### src/rtl/fifo_wr_arbiter.sv
// Four-way round-robin burst arbiter feeding one FIFO write port.
// Ports: clk, reset (async low); req/req_data in; full/alm_full in;
//   gnt (one-hot, registered), ack, wdata, wrt_enable, burst_cnt,
//   word_cnt out.
module fifo_wr_arbiter #(
  parameter int width     = 32,
  parameter int depth     = 1024,
  parameter int max_burst = 16
) (
  input  logic               clk,
  input  logic               reset,
  input  logic [3:0]         req,
  input  logic [4*width-1:0] req_data,
  input  logic               full,
  input  logic               alm_full,
  output logic [3:0]         gnt,
  output logic [3:0]         ack,
  output logic [width-1:0]   wdata,
  output logic               wrt_enable,
  output logic [7:0]         burst_cnt,
  output logic [15:0]        word_cnt
);

  // depth only bounds how much alm_full slack a burst may consume
  if (max_burst < 2 || max_burst > 256 || depth < max_burst)
  begin : g_bad_cfg
    $error("fifo_wr_arbiter: illegal parameters");
  end

  typedef enum logic {
    IDLE,
    BURST
  } state_t;

  localparam logic [7:0] LAST = 8'(max_burst - 1);

  state_t      r_state;
  logic [3:0]  r_gnt;
  // last granted index; doubles as the granted index g in BURST
  logic [1:0]  r_rr_ptr;
  logic [7:0]  r_burst_cnt;
  logic [15:0] r_word_cnt;

  logic        w_busy;
  logic        w_we;
  logic        w_last;
  logic        w_exit;
  logic        w_any;
  logic [1:0]  w_pick;
  logic [1:0]  w_idx;

  assign w_busy = (r_state == BURST);
  assign w_we   = w_busy & req[r_rr_ptr] & ~full;
  assign w_last = w_we & (r_burst_cnt == LAST);
  assign w_exit = ~req[r_rr_ptr] | w_last | alm_full;

  // search starts one past the last winner; i=4 wraps to it
  always_comb begin
    w_any  = 1'b0;
    w_pick = r_rr_ptr + 2'd1;
    w_idx  = r_rr_ptr;
    for (int i = 1; i <= 4; i++) begin
      w_idx = r_rr_ptr + 2'(i);
      if (!w_any && req[w_idx]) begin
        w_any  = 1'b1;
        w_pick = w_idx;
      end
    end
  end

  always_ff @(posedge clk or negedge reset) begin
    if (!reset) begin
      r_state     <= IDLE;
      r_gnt       <= 4'b0000;
      r_rr_ptr    <= 2'd3;
      r_burst_cnt <= 8'd0;
      r_word_cnt  <= 16'd0;
    end else begin
      if (w_we) begin
        r_burst_cnt <= r_burst_cnt + 8'd1;
        r_word_cnt  <= r_word_cnt + 16'd1;
      end
      unique case (r_state)
        IDLE: begin
          if (w_any && !alm_full) begin
            r_state     <= BURST;
            r_gnt       <= 4'b0001 << w_pick;
            r_rr_ptr    <= w_pick;
            r_burst_cnt <= 8'd0;
          end
        end
        BURST: begin
          // full alone only stalls; any exit cause wins
          if (w_exit) begin
            r_state <= IDLE;
            r_gnt   <= 4'b0000;
          end
        end
      endcase
    end
  end

  assign gnt        = r_gnt;
  assign wrt_enable = w_we;
  assign ack        = w_we ? (4'b0001 << r_rr_ptr) : 4'b0000;
  assign wdata      = w_busy ? req_data[r_rr_ptr*width +: width]
                             : '0;
  assign burst_cnt  = r_burst_cnt;
  assign word_cnt   = r_word_cnt;

endmodule

### config.mk
export PLATFORM = sky130hd
export DESIGN_NAME = fifo_wr_arbiter
export DESIGN_NICKNAME = d
export VERILOG_FILES = /design/src/rtl/fifo_wr_arbiter.sv
export SDC_FILE = /design/constraint.sdc
export NUM_CORES = 1
export LEC_CHECK = 0
export CAP_MARGIN = 20
export CELL_PAD_IN_SITES_DETAIL_PLACEMENT = 1
export CELL_PAD_IN_SITES_GLOBAL_PLACEMENT = 1
export CORE_MARGIN = 10
export CORE_UTILIZATION = 35
export DETAILED_ROUTE_END_ITERATION = 16
export DONT_BUFFER_PORTS = 1
export GPL_TIMING_DRIVEN = 0
export PLACE_DENSITY = 0.75
export SYNTH_ARGS = -nofsm -noshare
export SYNTH_HDL_FRONTEND = slang
export SYNTH_SLANG_ARGS = --single-unit
export TNS_END_PERCENT = 1
### constraint.sdc
create_clock -name clk -period 4.2 [get_ports clk]
set_clock_uncertainty 0.05 [all_clocks]
set_input_delay 0.84 -clock clk [delete_from_list [all_inputs] [get_ports clk]]
set_output_delay 0.84 -clock clk [all_outputs]
set_load 0.05 [all_outputs]
==> parameters.txt <==
Parameter                              Value

Layout
  Share of cells above drive strength 1    24.9%
  Commonest non-fill, non-tap cell in the layout    sky130_fd_sc_hd__and2_1
  Filler-free cell count of the finished design    between 300 and 400
  Layout net count    approximately 390
  Commonest non-fill, non-tap cells in the layout    sky130_fd_sc_hd__and2_1, sky130_fd_sc_hd__mux4_2, sky130_fd_sc_hd__dfrtp_1
  Util after Layout    38.9%
  Synthesis-to-finish area growth    9.14%

Clocking
  Skew-Pair Late Insertion Delay    0.28 ns
  Post-CTS clock slew at the launch and capture registers of the worst setup and hold paths    0.07 ns
  Number of buffers created by CTS    5
  Clock Path Buffers    2
  Clock tree from TritonCTS    built
  # resized after CTS    0
  Maximum level of the CTS H-tree    2
  Hold-fix buffers, CTS    0
  Cell at the root of the clock tree    sky130_fd_sc_hd__clkbuf_8
  Post-CTS Setup Inserts    0
  Number of clock sinks    31

Global route
  First-pass GRT wire length    roughly 15 mm
  Overall routing resource usage    16.2%
  Gr ovfl total    0
  Pin count of the biggest net entering global routing    32
  Number of global-route vias before repair    2357
  Antenna violations before repair    2

Synth
  Top FF cell, synth    sky130_fd_sc_hd__dfrtp_1
  Post-Synthesis Cells    245
  Synth unique cells    45
  Average footprint of a synthesized cell    11.2 sq um
  Flip-flop and latch count after synthesis    31
  Ys async rst share    100%
  Ys Warns    0
  Synthesized cell area    2740 sq um
  Sequential area share after synthesis    28.4%
  Number of synthesized flops with an enable pin    0
  Net count of the mapped netlist    387

Critical path
  Signal arrival time at the worst endpoint    around 2.4 ns
  Startpoint of the worst setup timing path    r_rr_ptr[1]$_DFFE_PN1P_
  Crit Reg-Reg Endpoint    gnt[3]$_DFFE_PN0P_
  Crit. path cell count    5
  CP max stage cell    sky130_fd_sc_hd__dfstp_2
  CP cell instances    clkbuf_2, buf_4, clkbuf_1, mux4_2, and2_1
  Kind of start point of the critical path    flip-flop
  Delay of the slowest cell on the worst path    roughly 0.55 ns
  Worst-path fanout max    10
  Flop2flop setup slack    1.26 ns
  CP endpoint kind    output port
  Depth of the worst register-to-register path    9
  Crit path buf inv count    3
  Required time worst endpoint    3.31 ns
  Critical register-to-register path startpoint    r_rr_ptr[1]$_DFFE_PN1P_
  Cell family with the largest share of critical-path delay    buffers and inverters
  End of the critical path    wdata[28]
  Critical path type    flip-flop to output port

Floorplanning
  Horizontal die dimension    ~110 um
  Number of placed I/O pins    201
  Initial core utilization    35.6%
  Area of the core    7690 sq um
  Die outline height    about 110 um
  Std cell rows    32
  Die ar.    11800 sq um

STA
  Final Hold Violating Endpoints    0
  Setup-failing EPs final    0
  Slew HR    57.7%
  Unrepaired setup endpoints after global routing    no
  Tightest hold margin    0.192 ns
  Number of pins with negative max-slew slack in the final report    0
  Transition time at the pin with the least slew margin    around 0.63 ns
  Fin Setup TNS    0 ns
  Fmax    between 300 and 400 MHz
  Time the worst path needs with I/O delays and setup    roughly 3.3 ns
  Post-route clock period utilization    79.3%

Placement
  Detailed Place HPWL    8.61 mm
  Port Buf Inserts    0
  Placed Cells incl. Taps    347
  Final weighted congestion in routability-driven placement    0.901

Detailed routing
  Starting DRT DRC Count    128
  Vias post-DR    between 2000 and 2500
  Via/cell ratio    about 6.0
  Number of iterations in the first detailed-routing pass    4
  Antenna viol nets, final    0
  Residual DRC    0
  Detailed Route WL    10.1 mm
  Routed wire per std cell    approximately 28 um

Power
  Pwr/cell area    760 nW/um^2
  IR drop worst, VDD    approximately 390 uV
  Lkg Pwr    1.24 nW

Worst hold path
  Path type of the worst min-delay path    primary input to asynchronous set/reset pin

Run
  Max Cap Viol    0

Run status
  Outcome    completed
[layer usage]
layer  wire, um  track usage [%]  vias up
met5          0                0        -
met4        184             4.80        0
met3       1500             9.16       15
met2       5280             28.9      126
met1       3100             15.7     1059
li1           -                -      925
[logic make-up after synthesis]
| group | share of synthesized area (%) |
|---|---|
| simple gates | 19.7 |
| buf+inv | 5.25 |
| xor+xnor | 7.04 |
| fa+ha+maj | 2.74 |
| mux | 31.9 |
| flops | 28.4 |
| compound gates | 4.93 |
[cell usage after synthesis (all sizes together), types with 2 or more instances]
| master | number | area, sq um |
|---|---|---|
| buf | 10 | 73.8 |
| mux2i | 7 | 70.1 |
| and2 | 35 | 221 |
| dfstp | 2 | 52.6 |
| dfrtp | 29 | 726 |
| nor3 | 2 | 10.0 |
| nand4 | 10 | 62.6 |
| and3 | 9 | 56.3 |
| xnor2 | 9 | 78.8 |
| nand3 | 4 | 20.0 |
| a21oi | 2 | 10.0 |
| nand2 | 9 | 33.8 |
| o21ai | 3 | 15.0 |
| nor2 | 18 | 67.6 |
| clkbuf | 10 | 40.0 |
| ha | 6 | 75.1 |
| mux2 | 5 | 60.1 |
| mux4 | 33 | 743 |
| inv | 8 | 30.0 |
| xor2 | 13 | 114 |
| o2bb2ai | 2 | 17.5 |
[stage by stage]
step                area (sq um)  setup WS [ns]  power, mW
finish                      2990          0.868       2.27
global route                2990          0.726       2.42
floorplan                   2740           1.34       1.78
detailed placement          2870           1.13       1.99
CTS                         2980          0.820       2.30
global placement            2870           1.18       1.96
[worst min-delay path by stage]
stage / slack [ns] / to / start
6_report: 0.19 / gnt[0]$_DFFE_PN0P_ / reset
3_5_place_dp: 0.50 / word_cnt[14]$_DFFE_PN0P_ / reset
3_3_place_gp: 0.50 / word_cnt[14]$_DFFE_PN0P_ / reset
2_1_floorplan: 0.49 / burst_cnt[0]$_DFF_PN0_ / reset
5_1_grt: 0.17 / word_cnt[12]$_DFFE_PN0P_ / reset
4_1_cts: 0.18 / word_cnt[7]$_DFFE_PN0P_ / reset
[area by class of cell]
type	instances	area, sq um
multi-input cells	186	1820
clock buffers	6	82.6
fillers	853	4700
inverters	8	30.0
plain buffers	20	114
clock inverters	2	35.0
flip-flops and latches	31	778
diodes	2	5.00
well taps	102	128
[flip-flops by register name, indices dropped and copies added, names as in the netlist]
name / flops
burst_cnt: 8
gnt: 4
r_rr_ptr: 2
r_state: 1
word_cnt: 16
[where the power goes]
group	internal, mW	switching (mW)
clock	0.192	0.114
combinational	0.529	0.867
sequential	0.356	0.214
total	1.08	1.19
Power figures use the tool's default switching activity.
